[src/rtl/sb_fifo.sv]
// Small synchronous FIFO for the checker scoreboard.
// No overflow/underflow protection: the parent gates push and pop.
module sb_fifo #(
  parameter int WIDTH = 8,
  parameter int DEPTH = 8
) (
  input  logic                       i_clk,
  input  logic                       i_rst_n,
  input  logic                       i_push,
  input  logic                       i_pop,
  input  logic [WIDTH-1:0]           i_data,
  output logic [WIDTH-1:0]           o_data,
  output logic                       o_full,
  output logic                       o_empty,
  output logic [$clog2(DEPTH+1)-1:0] o_level
);

  localparam int AW = $clog2(DEPTH);
  localparam int LW = $clog2(DEPTH + 1);

  logic [WIDTH-1:0] r_mem [DEPTH];
  logic [AW-1:0]    r_wr_ptr;
  logic [AW-1:0]    r_rd_ptr;
  logic [LW-1:0]    r_level;

  // Storage is left unreset so it can map onto distributed RAM.
  always_ff @(posedge i_clk) begin
    if (i_push) begin
      r_mem[r_wr_ptr] <= i_data;
    end
  end

  always_ff @(posedge i_clk) begin
    if (!i_rst_n) begin
      r_wr_ptr <= '0;
      r_rd_ptr <= '0;
      r_level  <= '0;
    end else begin
      if (i_push) begin
        r_wr_ptr <= r_wr_ptr + 1'b1;
      end
      if (i_pop) begin
        r_rd_ptr <= r_rd_ptr + 1'b1;
      end
      case ({i_push, i_pop})
        2'b10:   r_level <= r_level + 1'b1;
        2'b01:   r_level <= r_level - 1'b1;
        default: r_level <= r_level;
      endcase
    end
  end

  assign o_data  = r_mem[r_rd_ptr];
  assign o_full  = (r_level == LW'(DEPTH));
  assign o_empty = (r_level == '0);
  assign o_level = r_level;

endmodule

[config.mk]
export PLATFORM = sky130hd
export DESIGN_NAME = sb_fifo
export DESIGN_NICKNAME = d
export VERILOG_FILES = /design/src/rtl/sb_fifo.sv
export SDC_FILE = /design/constraint.sdc
export NUM_CORES = 1
export LEC_CHECK = 0
export CORE_ASPECT_RATIO = 1.75
export CORE_UTILIZATION = 50
export DETAILED_ROUTE_END_ITERATION = 10
export HOLD_SLACK_MARGIN = 0.1
export PLACE_DENSITY_LB_ADDON = 0.15
export SETUP_SLACK_MARGIN = 0.4
export SKIP_CTS_REPAIR_TIMING = 1
export SLEW_MARGIN = 40
export SYNTH_ARGS = -nofsm -noshare
export SYNTH_HDL_FRONTEND = slang
export SYNTH_SLANG_ARGS = --single-unit
[constraint.sdc]
create_clock -name i_clk -period 3.6 [get_ports i_clk]
set_input_delay 0.72 -clock i_clk [delete_from_list [all_inputs] [get_ports i_clk]]
set_output_delay 0.72 -clock i_clk [all_outputs]
set_load 0.02 [all_outputs]
==> impl_metrics.py <==
metrics = {
    "floorplanning": {
        "die_y_um": 107,
        "rows": 37,
        "die_w_um": 61.8,
        "dieArea_sq_um": 6590,
        "io_pins": 26,
        "initial_core_util_pct": 52.4,
        "coreArea_sq_um": 5970,
    },
    "route": {
        "ant_nets": 0,
        "first_pass_iters": 4,
        "wl_per_cell_um": 18.1,
        "routed_wl_um": 5130,
        "drtIter0Drc": 43,
        "viasPerCell": 5.45,
        "dr_total_vias": 1541,
        "post-route-drc-count": 0,
    },
    "synthesis": {
        "ys_types": 30,
        "ys_seq_elements": 77,
        "synthFlopType": "edfxtp_1",
        "syn-num-nets": 181,
        "seq_area_frac_synth_pct": 69.7,
        "synthArstFlopShare_pct": 0,
        "yosys_warnings": 0,
        "avgSynthCellArea_sq_um": 19.1,
        "netlist_area_sq_um": 3130,
        "synth_edf_count": 64,
        "netlist_instances": 164,
    },
    "sta": {
        "tns_ns": 0,
        "drv_slew": 0,
        "tightest_slew_ns": 0.541,
        "period_share_pct": 85.5,
        "finalHoldViolations": 0,
        "period_needed_ns": 3.08,
        "fmax_mhz": 325,
        "finalSetupViolations": 0,
        "slew_headroom_pct": 63.9,
        "grt_setup_unrepaired": "false",
        "skew_ns": 0.00160,
    },
    "cts": {
        "cts_buffers": 9,
        "cts_tree": "done",
        "cts-root-buf": "clkbuf_8",
        "path_clk_slew_ns": 0.07,
        "cts.sinks": 77,
        "clk_latency_ns": 0.33,
        "clk_path_buf_depth": 2,
        "htree_num_levels": 3,
    },
    "power": {
        "leakagePower_uw": 0.00125,
        "power_density_nw_per_um2": 506,
        "irDropWorstVdd_v": 0.000301,
    },
    "final_layout": {
        "drive_above_1_share_pct": 16.1,
        "multi_input_area_sq_um": 891,
        "n_antenna_cell": 0,
        "area_growth_syn_to_layout_pct": 17.4,
        "layout_commonest_cell": "edfxtp_1",
        "fillCellCount": 436,
        "nNetsFinal": 217,
        "final_cell_mix": "edfxtp_1, clkdlybuf4s50_1, mux4_1",
        "seqCellArea_sq_um": 2180,
        "final_util_pct": 61.6,
    },
    "run_status": {
        "status": "complete, no violations",
    },
    "critical_path": {
        "worstSetupPathType": "reg -> out",
        "arrival_ns": 2.36,
        "start_kind": "flip-flop",
        "cp-end-kind": "output pin",
        "required_ns": 2.88,
        "critPathMaxFanout": 16,
    },
    "placed_design": {
        "hpwlAfterDp_um": 3510,
        "place_congestion": 0.754,
        "numPortBuffers": 25,
    },
    "global_route": {
        "grt_overflow_total": 0,
        "grt_pass1_vias": 1674,
        "antenna_found_initial": 0,
        "grt_max_degree": 17,
        "grt_pass1_wl_um": 8030,
        "grtUsageTotal_pct": 18.1,
    },
    "worst_hold_path": {
        "min_path_type": "reg -> reg",
    },
    "flow_run": {
        "maxCapViolCount": 0,
    },
}
-- worst paths after layout --
| kind | startpoint | endpoint | slack, ns | depth (start not counted) |
|---|---|---|---|---|
| hold reg to reg | o_level[3]$_SDFFE_PN0P_ | o_level[3]$_SDFFE_PN0P_ | 0.52 | 2 |
| hold / removal | o_level[3]$_SDFFE_PN0P_ | o_level[3]$_SDFFE_PN0P_ | 0.52 | 2 |
| setup / recovery | flip-flop | o_data[5] | 0.52 | 4 |
| setup reg to reg | o_level[1]$_SDFFE_PN0P_ | o_level[2]$_SDFFE_PN0P_ | 1.99 | 6 |
-- per-layer routing --
layer | vias up | global-route usage (%) | share of wire, %
met5 | - | 0 | 0
met4 | 0 | 9.21 | 1.4
met3 | 6 | 4.34 | 2.7
met2 | 32 | 31.5 | 58
met1 | 779 | 19.2 | 38
li1 | 724 | - | -
-- critical path: stages, from the launching register on --
cell             delay (ns)
dfxtp_1                0.31
buf_4                  0.27
mux4_1                 0.62
mux2_2                 0.28
clkdlybuf4s50_1        0.54
-- area by class of cell --
| type | instances | area share, % |
|---|---|---|
| multi-input cells | 78 | 24.2 |
| well taps | 78 | 2.65 |
| flip-flops and latches | 77 | 59.4 |
| clock buffers | 16 | 5.17 |
| repair buffers | 33 | 8.44 |
| inverters | 1 | 0.102 |
-- kinds of logic (layout without fill, tap and decap cells) --
family | after synthesis | in the layout | synth area share (%)
AOI/OAI and AO/OA | 5 | 5 | 1.12
xor gates and xnor gates | 7 | 7 | 1.96
adders and majority gates | 5 | 5 | 2.00
buffers and inverters | 9 | 50 | 1.92
DFF | 77 | 77 | 69.7
muxes | 29 | 29 | 17.8
and+or+nand+nor | 32 | 32 | 5.48
-- through the flow --
step | setup WS (ns) | area [sq um] | total power, uW | hold slack (ns) | cells
6_report | 0.523 | 3680 | 1860 | 0.517 | 283
2_1_floorplan | 1.47 | 3130 | 1190 | 0.512 | 164
3_5_place_dp | 0.719 | 3480 | 1290 | 0.502 | 267
3_3_place_gp | 0.840 | 3480 | 1280 | 0.484 | 267
4_1_cts | 0.437 | 3670 | 1890 | 0.514 | 283
5_1_grt | 0.408 | 3680 | 1940 | 0.528 | 283
-- synthesized netlist by cell type, drive strengths merged, types with 2 or more instances --
library cell,instances,area share (%)
and2,6,1.2
buf,4,1.3
clkbuf,4,0.52
dfxtp,13,8.3
edfxtp,64,61
ha,5,2.0
mux2,9,3.2
mux2i,4,1.3
mux4,16,13
nand2,6,0.72
nand2b,4,0.80
nor2,6,0.72
nor2b,3,0.60
nor3,3,0.48
nor4b,2,0.56
xnor2,3,0.84
xor2,4,1.1
-- report_power, final --
| group | total (uW) | internal (uW) | switching [uW] |
|---|---|---|---|
| Sequential | 1030 | 997 | 28.6 |
| Clock | 596 | 327 | 269 |
| Combinational | 239 | 129 | 110 |
-- registers in the layout (all words and copies together), names as in the netlist, named ones only --
register,flops
o_level,4
r_mem,64
r_rd_ptr,3
r_wr_ptr,3
No activity file was read; power rests on OpenSTA's default activity.
